**config.mk**
```make
export PLATFORM = sky130hd
export DESIGN_NAME = cla_adder32_pipe
export DESIGN_NICKNAME = d
export VERILOG_FILES = /design/src/rtl/cla_pkg.sv /design/src/rtl/cla_group4.sv /design/src/rtl/cla_adder32_pipe.sv
export SDC_FILE = /design/constraint.sdc
export NUM_CORES = 1
export LEC_CHECK = 0
export CAP_MARGIN = 20
export CORE_MARGIN = 4
export CORE_UTILIZATION = 53
export CTS_CLUSTER_SIZE = 40
export DETAILED_ROUTE_END_ITERATION = 8
export PLACE_DENSITY = 0.81
export SKIP_CTS_REPAIR_TIMING = 1
export SLEW_MARGIN = 20
export SYNTH_ARGS = -nofsm -noshare
export SYNTH_HDL_FRONTEND = slang
export SYNTH_SLANG_ARGS = --single-unit
export TNS_END_PERCENT = 1
```
**constraint.sdc**
```tcl
create_clock -name clk -period 4.4 [get_ports clk]
set_input_delay 1.1 -clock clk [delete_from_list [all_inputs] [get_ports clk]]
set_output_delay 1.1 -clock clk [all_outputs]
set_load 0.05 [all_outputs]
```
**src/rtl/cla_pkg.sv**
```systemverilog
// Shared sizing and stage-1 payload type for the pipelined CLA adder.
// Imported by cla_group4 and cla_adder32_pipe.
package cla_pkg;

  localparam int CLA_WIDTH   = 32;
  localparam int CLA_GROUP   = 4;
  localparam int CLA_NGROUPS = CLA_WIDTH / CLA_GROUP;

  typedef struct packed {
    logic [CLA_WIDTH-1:0]   p;
    logic [CLA_WIDTH-1:0]   g;
    logic [CLA_NGROUPS-1:0] G;
    logic [CLA_NGROUPS-1:0] P;
    logic                   c0;
  } s1_t;

endpackage

```
**src/rtl/cla_group4.sv**
```systemverilog
// 4-bit carry-lookahead group cell (combinational).
// in: g,p[3:0], ci; out: internal carries c[3:1], group G/P.
module cla_group4 (
  input  logic [3:0] g,
  input  logic [3:0] p,
  input  logic       ci,
  output logic [3:1] c,
  output logic       G,
  output logic       P
);

  assign c[1] = g[0]
              | (p[0] & ci);
  assign c[2] = g[1]
              | (p[1] & g[0])
              | (p[1] & p[0] & ci);
  assign c[3] = g[2]
              | (p[2] & g[1])
              | (p[2] & p[1] & g[0])
              | (p[2] & p[1] & p[0] & ci);

  assign G = g[3]
           | (p[3] & g[2])
           | (p[3] & p[2] & g[1])
           | (p[3] & p[2] & p[1] & g[0]);
  assign P = &p;

endmodule

```
**src/rtl/cla_adder32_pipe.sv**
```systemverilog
// 2-stage pipelined 32-bit CLA add/sub with valid/ready on both sides.
// in: a,b,cin,sub,in_valid,out_ready; out: sum,cout,ovf,zero,out_valid,in_ready.
module cla_adder32_pipe
  import cla_pkg::*;
#(
  parameter int WIDTH = CLA_WIDTH,
  parameter int GROUP = CLA_GROUP
) (
  input  logic             clk,
  input  logic             rst_n,
  input  logic             in_valid,
  output logic             in_ready,
  input  logic [WIDTH-1:0] a,
  input  logic [WIDTH-1:0] b,
  input  logic             cin,
  input  logic             sub,
  output logic             out_valid,
  input  logic             out_ready,
  output logic [WIDTH-1:0] sum,
  output logic             cout,
  output logic             ovf,
  output logic             zero
);

  localparam int NG = WIDTH / GROUP;

  logic s1_valid;
  logic adv2;

  assign adv2     = ~out_valid | out_ready;
  assign in_ready = ~s1_valid | adv2;

  // ---------------- stage 1 ----------------
  logic [WIDTH-1:0] bb;
  logic [WIDTH-1:0] p1;
  logic [WIDTH-1:0] g1;
  logic [NG-1:0]    gg1;
  logic [NG-1:0]    pp1;
  logic [3*NG-1:0]  c1_unused;
  s1_t              s1_d;
  s1_t              s1_q;

  assign bb = sub ? ~b : b;
  assign p1 = a ^ bb;
  assign g1 = a & bb;

  for (genvar k = 0; k < NG; k++) begin : g_s1
    cla_group4 u_grp (
      .g  (g1[GROUP*k +: 4]),
      .p  (p1[GROUP*k +: 4]),
      .ci (1'b0),
      .c  (c1_unused[3*k +: 3]),
      .G  (gg1[k]),
      .P  (pp1[k])
    );
  end

  always_comb begin
    s1_d    = '0;
    s1_d.p  = p1;
    s1_d.g  = g1;
    s1_d.G  = gg1;
    s1_d.P  = pp1;
    s1_d.c0 = sub | cin;
  end

  always_ff @(posedge clk or negedge rst_n) begin
    if (!rst_n) begin
      s1_valid <= 1'b0;
      s1_q     <= '0;
    end else if (in_ready) begin
      s1_valid <= in_valid;
      if (in_valid) s1_q <= s1_d;
    end
  end

  // ---------------- stage 2 ----------------
  // Group carries are sum-of-products over all lower
  // groups, so no carry ripples from group to group.
  logic [NG:0]      cg;
  logic [WIDTH-1:0] c2;
  logic [2*NG-1:0]  gp2_unused;
  logic [WIDTH-1:0] sum_d;

  always_comb begin
    logic t_acc;
    logic t_pp;
    t_acc = 1'b0;
    t_pp  = 1'b0;
    cg    = '0;
    cg[0] = s1_q.c0;
    for (int k = 0; k < NG; k++) begin
      t_acc = s1_q.G[k];
      t_pp  = s1_q.P[k];
      for (int j = k - 1; j >= 0; j--) begin
        t_acc = t_acc | (t_pp & s1_q.G[j]);
        t_pp  = t_pp & s1_q.P[j];
      end
      cg[k+1] = t_acc | (t_pp & s1_q.c0);
    end
  end

  for (genvar k = 0; k < NG; k++) begin : g_s2
    assign c2[GROUP*k] = cg[k];
    cla_group4 u_grp (
      .g  (s1_q.g[GROUP*k +: 4]),
      .p  (s1_q.p[GROUP*k +: 4]),
      .ci (cg[k]),
      .c  (c2[GROUP*k+1 +: 3]),
      .G  (gp2_unused[2*k]),
      .P  (gp2_unused[2*k+1])
    );
  end

  assign sum_d = s1_q.p ^ c2;

  always_ff @(posedge clk or negedge rst_n) begin
    if (!rst_n) begin
      out_valid <= 1'b0;
      sum       <= '0;
      cout      <= 1'b0;
      ovf       <= 1'b0;
      zero      <= 1'b0;
    end else if (adv2) begin
      out_valid <= s1_valid;
      if (s1_valid) begin
        sum  <= sum_d;
        cout <= cg[NG];
        ovf  <= cg[NG] ^ c2[WIDTH-1];
        zero <= ~|sum_d;
      end
    end
  end

endmodule

```
==> results.md, run 1 <==
* Status: finished, final reports clean
* YS warnings at 0
* Comb pwr share at 44.2%
* Multi-input logic area at 3038 um^2
* Clock sink count at 110
* CTS tree: yes
* Period utilization at 85.82%
* Share of layout cells above drive strength 1 at 19.45%
* Worst setup SP type: flop
* Slew @ Worst Pin at 0.8650 ns
* Placer Congestion at 0.8905
* Final Hold Slack at 0.4848 ns
* Synthesized net count at 616
* Worst Path Required at 4.70 ns
* Post-Syn Instances at 506
* WHS Endpoint: sum[9]$_DFFE_PN0P_
* Ant diodes at 0
* ANT nets after route at 0
* Pin count of the biggest net entering global routing at 89
* Bufs on Longest Clock Path at 2
* GRT Residual Overflow at 0
* Reg2reg end: zero$_DFFE_PN0P_
* CTS root buf: clkbuf_8
* Final Hold Viols at 0
* Hold_sp: sum[9]$_DFFE_PN0P_
* Mean Syn Cell Area at 11.60 um^2
* Die Ht at 113.2 um
* Most frequent cells in the layout: dfrtp_1, clkdlybuf4s50_1, mux2_2
* CTS clk-pin slew, worst paths at 0.10 ns
* Pint at 2269 uW
* Layout filler cell count at 810
* Fin Clk Skew at 0.009019 ns
* Post-synth EDFFs at 0
* Die width at 113.2 um
* CP peak stage delay at 0.49 ns
* Commonest non-fill, non-tap cell in the layout: dfrtp_1
* WP data arrival at 4.08 ns
* Worst IR Drop VDD at 443.9 uV
* Buf/Inv on CP at 1
* Mapped Area at 5871 um^2
* Row cnt at 38
* Leakage power at 0.003275 uW
* Main synth FF type: dfrtp_1
* Critical Path End Type: flop
* Setup TNS at 0 ns
* Worst Setup Path Type: flop to flop
* FF+latch area at 2753 um^2
* Share of total power in the clock network at 16.3%
* Die ar. at 12820 um^2
* RSZ-0062 raised after global routing: false
* Post-layout min period at 3.776 ns
* Vias/cell at 5.733
* Via count at 4340
* Core ar. at 10840 um^2
* Global-route wire length before repair at 22150 um
* DRT iter0 DRCs at 184
* Area Growth Syn to Fin at 24.53%
* Post-Route WL at 13250 um
* Sequential area share after synthesis at 46.89%
* IO Pins at 107
* Distinct cell type count after synthesis at 54
* Hold Path Class: flop to flop
* Fin util at 67.44%
* Post-synth ARST share at 100.0%
* Total power divided by cell area at 525.8 nW/um^2
* Setup-failing EPs final at 0
* Nets at 722
* DRC Markers at 0
* Fin. max-slew vios at 0
* CP Max Fanout at 6
* Antenna violations before repair at 0
* Max Fclk at 264.8 MHz
* Critical-path cell list: a211oi_2, nor2_2, a41oi_4, inv_2, a21o_2, ha_1, nor4_1, nand4_1, or4_4, nor4_2, o2111ai_1, or4_1, o21ai_1
* Avg WL per Cell at 17.51 um
* PortBufs at 106
* Hold path cells at 2
* Total GRT Usage at 21.31%
* Delay-heaviest family, CP: simple AND/OR/NAND/NOR gates
* Max_cap viols at 0
* Sequential group share of total power at 39.5%
* Psw at 1575 uW
* Clock Latency Late Sink at 0.37 ns
* Number of global-route vias before repair at 4426
* Worst r2r path cells at 13
* Synthesis-stage register bit count at 110
* R2r startpoint: c2[0]$_DFFE_PN0P_
* Relative slew slack at 42.33%
* Clock buffer count from CTS at 9
* R2R Setup Slk at 0.62 ns
* Pre-antenna DRT Iters at 4
* Slowest CP cell: or4_4
* Net Sw Frac at 40.97%
* Initial cell density of the core at 54.16%
* Post-DP HPWL at 10100 um
* H-tree Lvls at 3
==> synthesized netlist by cell type (4+ instances only) <==
cell / n / share of area, %
ha_1: 40 / 8.5
o31ai_1: 7 / 0.90
xnor2_1: 4 / 0.60
clkbuf_1: 12 / 0.77
buf_1: 6 / 0.38
nand2_1: 45 / 2.9
nor4_1: 6 / 0.64
nor3_1: 5 / 0.43
nand4_1: 13 / 1.4
nor2_1: 8 / 0.51
nand3_1: 5 / 0.43
a21oi_1: 14 / 1.2
xor2_1: 43 / 6.4
dfrtp_1: 110 / 47
a21o_1: 21 / 2.7
o21ai_0: 33 / 2.8
or2_2: 4 / 0.43
nand2b_1: 4 / 0.43
mux2_2: 73 / 14
==> worst register-to-register path, cell delays in order (launching register included) <==
cell and delay (ns):
dfrtp_1 0.47, a211oi_2 0.37, nor2_2 0.12, a41oi_4 0.32
inv_2 0.09, a21o_2 0.23, ha_1 0.29, nor4_1 0.20
nand4_1 0.13, or4_4 0.49, nor4_2 0.30, o2111ai_1 0.16
or4_1 0.41, o21ai_1 0.15
==> power groups by stage <==
stage	sequential (uW)	combinational, uW	clock [uW]
floorplan	1970	642	0
global placement	1520	1670	0
detailed placement	1540	1700	0
CTS	1520	1710	636
global route	1560	1810	675
finish	1520	1700	627
==> registers in the layout, summed over array words and instances, names as in the netlist <==
register,flops
zero,1
c2,1
s1_q,72
sum,32
s1_valid,1
ovf,1
cout,1
out_valid,1
==> per-stage QoR <==
step	area (um^2)	worst slack [ns]	total power, uW	cells
2_1_floorplan	5871	1.123	2610	506
3_3_place_gp	7099	0.7583	3195	741
3_5_place_dp	7099	0.6409	3238	741
4_1_cts	7307	0.6112	3865	757
5_1_grt	7311	0.3017	4047	757
6_report	7311	0.6239	3844	757
==> layer usage <==
metal	GRT usage, %	part of all wire (%)
met1	29.09	44
met2	35.78	50
met3	2.620	4.5
met4	6.410	1.4
met5	0	0
==> cells by family (layout without fill, tap and decap cells) <==
kind of cell | count (synthesis) | count (layout) | share of synthesized area (%)
simple gates | 106 | 106 | 9.335
xor+xnor | 47 | 47 | 7.012
flops | 110 | 110 | 46.89
buf+inv | 22 | 133 | 1.406
fa+ha+maj | 40 | 40 | 8.525
compound gates | 108 | 108 | 12.83
mux | 73 | 73 | 14.00
==> final cells by class <==
class                      instances  area share [%]
clock buffer                      11           2.071
clock inverter                     5          0.7702
inverter                           4          0.2054
multi-input combinational        374           41.55
sequential                       110           37.65
tap                              140           2.396
timing repair buffer             113           15.35
==> how the worst max path moves through the flow <==
stage	startpoint	endpoint	depth (start not counted)
final	c2[0]$_DFFE_PN0P_	zero$_DFFE_PN0P_	13
after global routing	c2[0]$_DFFE_PN0P_	zero$_DFFE_PN0P_	13
after CTS	c2[0]$_DFFE_PN0P_	zero$_DFFE_PN0P_	13
after detailed placement	c2[0]$_DFFE_PN0P_	zero$_DFFE_PN0P_	13
after global placement	out_ready	in_ready	3
after floorplan	c2[0]$_DFFE_PN0P_	zero$_DFFE_PN0P_	13
Power figures use the tool's default switching activity.
==> run 2, diff against run 1 <==
--- a/config.mk
+++ b/config.mk
@@ -7,13 +7,13 @@
 export LEC_CHECK = 0
 export CAP_MARGIN = 20
 export CORE_MARGIN = 4
-export CORE_UTILIZATION = 53
+export CORE_UTILIZATION = 54
 export CTS_CLUSTER_SIZE = 40
 export DETAILED_ROUTE_END_ITERATION = 8
 export PLACE_DENSITY = 0.81
 export SKIP_CTS_REPAIR_TIMING = 1
-export SLEW_MARGIN = 20
 export SYNTH_ARGS = -nofsm -noshare
 export SYNTH_HDL_FRONTEND = slang
+export SYNTH_HIERARCHICAL = 1
 export SYNTH_SLANG_ARGS = --single-unit
 export TNS_END_PERCENT = 1
==> run 2 against run 1 <==
Maximum frequency rose by 3.1%. Critical path depth fell by 10. First-iteration DRC count fell by 20%. Global-route usage fell by 1.7 points. Routed wire length fell by 9.8%. Clock power rose by 13%. Die area fell by 4.3%. Via count fell by 7.4%. Critical path type is now primary input to output pin. Largest cell class unchanged. Largest power group unchanged.
==> results.md, run 2 <==
* Initial cell density of the core at 55.23% (+1.1 points)
* Multi-input logic area at 2864 um^2 (-5.7%)
* Fin util at 69.03% (+1.6 points)
* Hold path cells at 2 (unchanged)
* Row cnt at 37 (-2.6%)
* Worst Setup Path Type: primary input to output pin
* Mapped Area at 5702 um^2 (-2.9%)
* R2r startpoint: c2[0]$_DFFE_PN0P_
* Clock sink count at 110 (unchanged)
* Die Ht at 110.8 um (-2.2%)
* Global-route wire length before repair at 19950 um (-9.9%)
* Slew @ Worst Pin at 0.9765 ns (+0.1115 ns)
* Total power divided by cell area at 548.2 nW/um^2 (+4.3%)
* Critical Path End Type: output pin
* Slowest CP cell: clkdlybuf4s50_1
* CP Max Fanout at 3 (-3)
* Number of global-route vias before repair at 4174 (-5.7%)
* Area Growth Syn to Fin at 24.99%
* Via count at 4017 (-7.4%)
* Design Power at 3907 uW (+1.6%)
* Bufs on Longest Clock Path at 2 (unchanged)
* CP peak stage delay at 0.82 ns (+0.33 ns)
* Mean Syn Cell Area at 11.78 um^2 (+1.5%)
* Die width at 110.8 um (-2.2%)
* Clock Latency Late Sink at 0.36 ns (about the same)
* Most frequent cells in the layout: dfrtp_1, clkdlybuf4s50_1, mux2_2
* Hold_sp: zero$_DFFE_PN0P_
* Ant diodes at 0 (unchanged)
* Max Fclk at 272.9 MHz (+3.1%)
* Most frequent CP cell: clkdlybuf4s50_1
* Worst Path Required at 3.30 ns (-1.40 ns)
* Die ar. at 12270 um^2 (-4.3%)
* Nets at 688 (-4.7%)
* Setup-failing EPs final at 0 (unchanged)
* Worst IR Drop VDD at 297.6 uV (-33%)
* Regs by FF count: s1_q x72, sum x32
* Post-Route WL at 11950 um (-9.8%)
* Leakage power at 0.003202 uW (-2.2%)
* Hold Path Class: flop to flop
* Synthesized net count at 586 (-4.9%)
* Status: finished, final reports clean
* GRT busiest layer: met2
* DRT iter0 DRCs at 148 (-20%)
* Pre-antenna DRT Iters at 4 (unchanged)
* Max FFs per register at 72 (unchanged)
* Total GRT Usage at 19.61% (-1.7 points)
* YS warnings at 6 (+6)
* Final Hold Viols at 0 (unchanged)
* Post-layout min period at 3.664 ns (-0.1119 ns)
* Post-Syn Instances at 484 (-4.3%)
* Fin Clk Skew at 0.01342 ns (+0.004398 ns)
* Pin count of the biggest net entering global routing at 75 (-16%)
* R2R Setup Slk at 1.28 ns (+0.66 ns)
* WHS Endpoint: zero$_DFFE_PN0P_
* ANT nets after route at 0 (unchanged)
* Delay-heaviest family, CP: buffers and inverters
* Worst r2r path cells at 13 (unchanged)
* Final Hold Slack at 0.4824 ns (-0.002438 ns)
* M2 GR Usage at 34.83% (-0.95 points)
* Met1 Use GR at 24.23% (-4.9 points)
* Clock buffer count from CTS at 9 (unchanged)
* CTS clk-pin slew, worst paths at 0.09 ns (about the same)
* CTS root buf: clkbuf_8
* RSZ-0062 raised after global routing: false
* Fin. max-slew vios at 0 (unchanged)
* Placer Congestion at 0.8639 (-3.0%)
* Setup TNS at 0 ns (unchanged)
* Core ar. at 10320 um^2 (-4.8%)
* Antenna violations before repair at 0 (unchanged)
* Commonest non-fill, non-tap cell in the layout: dfrtp_1
* Worst setup SP type: primary input
* DRC Markers at 0 (unchanged)
* Relative slew slack at 34.90% (-7.4 points)
* CTS tree: yes
* Reg2reg end: zero$_DFFE_PN0P_
* H-tree Lvls at 3 (unchanged)
* GRT Residual Overflow at 0 (unchanged)
* Top reg by flops: s1_q
* Share of layout cells above drive strength 1 at 17.12% (-2.3 points)
* PortBufs at 106 (unchanged)
* Period utilization at 83.28% (-2.5 points)
* FF+latch area at 2753 um^2 (unchanged)
* WP data arrival at 2.56 ns (-1.52 ns)
* Critical-path cell list: clkdlybuf4s50_1, nand3b_1, clkdlybuf4s50_1
* IO Pins at 107 (unchanged)
* Max_cap viols at 0 (unchanged)
* Buf/Inv on CP at 2 (+1)
* Vias/cell at 5.533 (-3.5%)
* Met3 Use GR at 3.876% (+1.3 points)
* Layout filler cell count at 774 (-4.4%)
* Avg WL per Cell at 16.47 um (-6.0%)
* Post-DP HPWL at 9027 um (-11%)
==> run 2: per-layer routing <==
metal	vias up	wire, um
li1	1923	-
met1	1990	5148
met2	84	6149
met3	20	440
met4	0	216
met5	-	0
==> run 2: area by class of cell <==
cell class / instances / area share [%]
multi-input combinational: 353 / 40.19
sequential: 110 / 38.62
timing repair buffer: 110 / 15.38
tap: 136 / 2.388
clock buffer: 11 / 1.984
clock inverter: 4 / 1.334
inverter: 2 / 0.1053
==> run 2: worst max-delay path by stage <==
stage                     startpoint                    to  depth (start not counted)
final                      out_ready              in_ready                          3
after CTS                  out_ready              in_ready                          3
after global placement     out_ready              in_ready                          3
after detailed placement   out_ready              in_ready                          3
after floorplan                  sub  s1_q[11]$_DFFE_PN0P_                          7
after global routing       out_ready              in_ready                          3
==> run 2: power by group <==
part           switching (uW)  leakage [uW]  internal (uW)
Sequential                212       0.00135           1290
Combinational            1000       0.00173            698
Clock                     318      0.000119            390
Total                    1530       0.00320           2370
==> run 2: worst reg2reg max path, cell delays in order (launching register included) <==
cell	delay [ns]
dfrtp_1	0.46
a21o_1	0.28
a21oi_4	0.24
o211ai_1	0.15
o211ai_2	0.11
inv_1	0.07
a21o_1	0.19
a31o_1	0.27
xnor2_1	0.20
nand4_1	0.14
nor4b_1	0.44
nand3_1	0.11
nand4bb_1	0.20
o31ai_1	0.20
==> run 2: stage by stage <==
step                cells  instance area [um^2]  setup WS [ns]
floorplan             484                  5702          1.636
global placement      711                  6890         0.7633
detailed placement    711                  6890         0.7419
CTS                   726                  7127         0.7364
global route          726                  7127         0.6950
finish                726                  7127         0.7358
